--- config.mk ---
export PLATFORM = sky130hd
export DESIGN_NAME = uns_gen_flat
export DESIGN_NICKNAME = d
export VERILOG_FILES = /design/src/rtl/uns_gen_if.sv /design/src/rtl/uns_gen.sv /design/src/flat_wrapper.sv
export SDC_FILE = /design/constraint.sdc
export NUM_CORES = 1
export LEC_CHECK = 0
export CAP_MARGIN = 20
export CELL_PAD_IN_SITES_DETAIL_PLACEMENT = 2
export CELL_PAD_IN_SITES_GLOBAL_PLACEMENT = 2
export CORE_MARGIN = 5
export CORE_UTILIZATION = 44
export CTS_CLUSTER_DIAMETER = 200
export DETAILED_ROUTE_END_ITERATION = 10
export DONT_BUFFER_PORTS = 1
export PLACE_DENSITY_LB_ADDON = 0.1
export SYNTH_ARGS = -nofsm -noshare
export SYNTH_HDL_FRONTEND = slang
export SYNTH_SLANG_ARGS = --single-unit
--- constraint.sdc ---
create_clock -name MAX10_CLK1_50 -period 5.8 [get_ports MAX10_CLK1_50]
set_clock_uncertainty 0.1 [all_clocks]
set_input_delay 1.16 -clock MAX10_CLK1_50 [delete_from_list [all_inputs] [get_ports MAX10_CLK1_50]]
set_output_delay 1.16 -clock MAX10_CLK1_50 [all_outputs]
set_load 0.005 [all_outputs]
--- src/rtl/uns_gen_if.sv ---
// Count-to-thermometer LED bus: a load strobe with a requested count in,
// and the LED pattern with its status flags out.
interface uns_gen_if;
    logic [3:0] SW;
    logic       LOAD;
    logic [9:0] LEDR;
    logic [3:0] CUR;
    logic       BUSY;
    logic       DONE;

    modport master (output SW, output LOAD, input LEDR, input CUR, input BUSY, input DONE);
    modport slave  (input SW, input LOAD, output LEDR, output CUR, output BUSY, output DONE);
endinterface

--- src/rtl/uns_gen.sv ---
// Inverse ones-counter: walks a 10-LED thermometer one LED per TICK_DIV cycles
// toward a loaded count (clamped to 10), pulsing DONE on arrival.
module uns_gen #(
    parameter int unsigned TICK_DIV = 5000000
) (
    input  logic       MAX10_CLK1_50,
    input  logic       RESET,
    uns_gen_if.slave   bus
);
    localparam int unsigned PW      = $clog2(TICK_DIV);
    localparam int unsigned CW      = 4;
    localparam int unsigned NLED    = 10;
    localparam logic [CW-1:0] MAXC  = CW'(NLED);
    localparam logic [PW-1:0] PLAST = PW'(TICK_DIV - 1);

    typedef enum logic [1:0] {S_IDLE, S_STEP, S_DONE} state_t;

    state_t          state, state_nxt;
    logic [CW-1:0]   target, target_nxt;
    logic [CW-1:0]   cur, cur_nxt;
    logic [PW-1:0]   presc, presc_nxt;
    logic [NLED-1:0] ledr, ledr_nxt;
    logic            busy, done;
    logic [CW-1:0]   stepped;

    always_ff @(posedge MAX10_CLK1_50 or posedge RESET) begin
        if (RESET) begin
            state  <= S_IDLE;
            target <= '0;
            cur    <= '0;
            presc  <= '0;
            ledr   <= '0;
            busy   <= 1'b0;
            done   <= 1'b0;
        end else begin
            state  <= state_nxt;
            target <= target_nxt;
            cur    <= cur_nxt;
            presc  <= presc_nxt;
            ledr   <= ledr_nxt;
            busy   <= (state_nxt == S_STEP);
            done   <= (state_nxt == S_DONE);
        end
    end

    // Stepping compares against the registered target, so a new load steers from the next tick.
    always_comb begin
        state_nxt  = state;
        target_nxt = bus.LOAD ? ((bus.SW > MAXC) ? MAXC : bus.SW) : target;
        cur_nxt    = cur;
        presc_nxt  = presc;
        stepped    = (cur < target) ? cur + CW'(1) : cur - CW'(1);
        ledr_nxt   = '0;
        case (state)
            S_IDLE: begin
                if (target != cur) begin
                    state_nxt = S_STEP;
                    presc_nxt = '0;
                end
            end
            S_STEP: begin
                if (target == cur) begin
                    state_nxt = S_DONE;
                end else if (presc == PLAST) begin
                    presc_nxt = '0;
                    cur_nxt   = stepped;
                    if (stepped == target) state_nxt = S_DONE;
                end else begin
                    presc_nxt = presc + PW'(1);
                end
            end
            S_DONE:  state_nxt = S_IDLE;
            default: state_nxt = S_IDLE;
        endcase
        for (int i = 0; i < int'(NLED); i++) ledr_nxt[i] = (CW'(i) < cur_nxt);
    end

    assign bus.LEDR = ledr;
    assign bus.CUR  = cur;
    assign bus.BUSY = busy;
    assign bus.DONE = done;
endmodule

--- src/flat_wrapper.sv ---
// flat-port wrapper written by rule: the top's interface ports become plain ports
module uns_gen_flat 
#(
    parameter int unsigned TICK_DIV = 5000000
)
  (MAX10_CLK1_50, RESET, bus_SW, bus_LOAD, bus_LEDR, bus_CUR, bus_BUSY, bus_DONE);
  uns_gen_if bus_i ();
  input  logic MAX10_CLK1_50;
  input  logic RESET;
  input wire logic [$bits(bus_i.SW)-1:0] bus_SW;
  input wire logic [$bits(bus_i.LOAD)-1:0] bus_LOAD;
  output wire logic [$bits(bus_i.LEDR)-1:0] bus_LEDR;
  output wire logic [$bits(bus_i.CUR)-1:0] bus_CUR;
  output wire logic [$bits(bus_i.BUSY)-1:0] bus_BUSY;
  output wire logic [$bits(bus_i.DONE)-1:0] bus_DONE;
  assign bus_i.SW = bus_SW;
  assign bus_i.LOAD = bus_LOAD;
  assign bus_LEDR = bus_i.LEDR;
  assign bus_CUR = bus_i.CUR;
  assign bus_BUSY = bus_i.BUSY;
  assign bus_DONE = bus_i.DONE;
  uns_gen #(.TICK_DIV(TICK_DIV)) u_core (.MAX10_CLK1_50(MAX10_CLK1_50), .RESET(RESET), .bus(bus_i));
endmodule
==> flow_summary.yaml <==
clock_network:
  worstSkewPairLatency_ps: 300
  clk_path_buf_depth: 2
  cts_resized: 0
  cts_buffers: 5
  cts_tree: "built"
  holdBufCountCts: 0
  post-cts-setup-buffer-count: 0
  cts-root-buf: "clkbuf_8"
  clk_pin_slew_worst_paths_ps: 90
  h-tree-depth: 2
  clkSinkCount: 44
layout:
  final_nets: 263
  area_growth_pct: 7.79
  layout-drive-gt1-share_pct: 10.8
  final_cells: 321
  diodes: 0
synth:
  synth_edf_count: 0
  synth_nets: 260
  yosys.cell_types.count: 50
  synthCells: 245
  async_reset_ff_share_pct: 100
  synth_area_um2: 2460
  ys.flop_type: "dfrtp_1"
  seq_area_frac_synth_pct: 44.8
  synth_warnings: 0
  syn_area_per_cell_um2: 10.0
  ys_ff_latch: 44
grt:
  grt-ovfl-total: 0
  grt_pass1_wl_mm: 11.2
  antenna_found_initial: 0
  track_usage_pct: 19.8
  first_global_vias: 2065
  grt_max_degree: 45
drt:
  routedWlPerCell_um: 20.1
  route.detailed.drc: 0
  routed_via_density: 5.85
  dr.pass1.iters: 4
  drtIter0Drc: 49
  num_vias: 1877
  wl_mm: 6.46
  antenna_left: 0
sta:
  rsz0062_at_grt: "no"
  tns_ps: 0
  final-setup-viol-count: 0
  max_slew_margin_pct: 32.2
  fmax_ghz: 0.282
  report.final.slew_viol_count: 0
  post-route-min-period_ps: 3550
  worstMarginPinSlew_ps: 1020
  final_hold_viol_count: 0
  layout_worst_path_cycle_share_pct: 61.2
place:
  detailed_place_hpwl_mm: 4.66
  dp.cells: 312
  io_buffers: 0
  gp_congestion: 0.747
run:
  cap_violations: 0
critical_path:
  endpoint_kind: "flip-flop"
  arrival_ps: 3640
  cpMostUsedCell: "inv_1"
  worstPathCellList: "inv_1 -> ha_1 -> nor2b_1 -> o211ai_1 -> nand2_1 -> inv_1 -> fa_1 -> xnor2_1 -> or3_1 -> nor3_2 -> nand4b_1 -> and3_1"
  critPathMaxStageDelay_ps: 610
  cp_slowest_cell: "dfrtp_1"
  crit_required_ps: 5890
  crit_fanout: 11
  worstSetupPathType: "flip-flop to flip-flop"
  startpoint_type: "flip-flop"
die:
  chipWidth_um: 84.8
  ios: 23
  die_y_um: 84.8
  fp-row-count: 27
  initial_core_util_pct: 44.9
  dieArea_um2: 7180
  coreArea_um2: 5470
power:
  power_leakage_nw: 1.24
  cellPowerDensity_nw_per_um2: 253
  ir_drop_uv: 134
worst_hold_path:
  hold_class: "flip-flop to flip-flop"
run_status:
  run_status: "complete, no violations"
## flip-flops by register name, summed over array words and instances (netlist names)
register and count:
u_core.state 2, u_core.presc 23, u_core.target 4, u_core.bus.CUR 3, u_core.bus.BUSY 1, u_core.bus.LEDR 10
u_core.bus.DONE 1
## cell usage in the layout, fill, tap and decap left out, types with 4 or more instances in the layout
cell type  count
dfrtp_1       44
nor2_1        30
nand2_1       20
inv_1         13
nand3_1       13
xnor2_1       12
xor2_1        11
a21oi_1        8
nand4_1        7
ha_1           7
and3_1         6
o21ai_0        5
o211ai_1       5
clkbuf_8       5
nor3_1         4
or3_1          4
## synthesized netlist by cell type, drive strengths merged (2+ instances only)
| cell type | number | area (um^2) |
|---|---|---|
| a211oi | 2 | 15.0 |
| a21o | 2 | 15.0 |
| a21oi | 9 | 45.0 |
| and3 | 7 | 45.1 |
| and4 | 3 | 26.3 |
| buf | 5 | 30.0 |
| dfrtp | 44 | 1100 |
| ha | 7 | 87.6 |
| inv | 14 | 52.6 |
| mux2i | 2 | 20.0 |
| nand2 | 21 | 81.3 |
| nand2b | 3 | 18.8 |
| nand3 | 13 | 65.1 |
| nand3b | 2 | 15.0 |
| nand4 | 9 | 68.8 |
| nand4b | 4 | 41.3 |
| nor2 | 30 | 113 |
| nor2b | 2 | 12.5 |
| nor3 | 6 | 46.3 |
| nor4 | 4 | 37.5 |
| nor4b | 2 | 30.0 |
| o2111ai | 2 | 17.5 |
| o211ai | 6 | 50.1 |
| o21ai | 6 | 30.0 |
| or3 | 4 | 25.0 |
| xnor2 | 12 | 105 |
| xor2 | 11 | 96.3 |
## kinds of logic (layout without fill, tap and decap cells)
logic type | after synthesis | count (layout) | synth area share (%)
flops | 44 | 44 | 44.8
mux | 3 | 3 | 1.27
compound gates | 34 | 34 | 10.5
buf+inv | 19 | 23 | 3.36
fa+ha+maj | 8 | 8 | 4.38
xor+xnor | 24 | 24 | 9.11
simple gates | 113 | 113 | 26.6
## worst paths after layout
check	startpoint	endpoint	slack, ps	cells after the start
worst max register to register	u_core.bus.CUR[0]	u_core.state[0]	2250	12
worst min register to register	u_core.presc[22]	u_core.presc[22]	450	2
max in group asynchronous	RESET	u_core.state[0]	4670	2
min in group asynchronous	RESET	u_core.bus.LEDR[4]	500	1
worst max-delay path	u_core.bus.CUR[0]	u_core.state[0]	2250	12
worst min-delay path	u_core.presc[22]	u_core.presc[22]	450	2
## through the flow
| stage | power, mW | setup WS, ps | area (um^2) | util, % | hold WS [ps] |
|---|---|---|---|---|---|
| CTS | 0.679 | 2270 | 2630 | 48.1 | 455 |
| floorplan | 0.415 | 2710 | 2460 | - | 402 |
| global route | 0.712 | 1970 | 2650 | 48.4 | 480 |
| global placement | 0.435 | 2470 | 2520 | 46.1 | 432 |
| finish | 0.670 | 2250 | 2650 | 48.4 | 447 |
| detailed placement | 0.438 | 2300 | 2520 | 46.1 | 435 |
## critical path: cells and delay by family, from the launching register on
family / cells / cell delay (ps)
simple gates: 6 / 1310
compound gates: 1 / 150
xor+xnor: 1 / 190
flops: 1 / 610
buf+inv: 2 / 280
fa+ha+maj: 2 / 780
## cell type report
class	count	area (um^2)
clock inverters	2	35.0
clock buffers	6	72.6
well taps	72	90.1
multi-input cells	182	1280
repair buffers	1	20.0
inverters	14	52.6
fillers	606	2820
flip-flops and latches	44	1100
## report_power, final
part	leakage (nW)	switching, mW	total, mW	internal, mW
clock network	0.0552	0.108	0.236	0.128
logic	0.593	0.0515	0.0868	0.0353
registers	0.593	0.0215	0.347	0.326
total	1.24	0.181	0.670	0.489
## metal layers
metal / track usage (%) / vias up / wire length (um)
met1: 26.8 / 960 / 3110
met2: 31.4 / 28 / 3030
li1: - / 881 / -
met4: 6.47 / 0 / 101
met5: 0 / - / 0
met3: 4.42 / 8 / 209
Power figures use the tool's default switching activity.
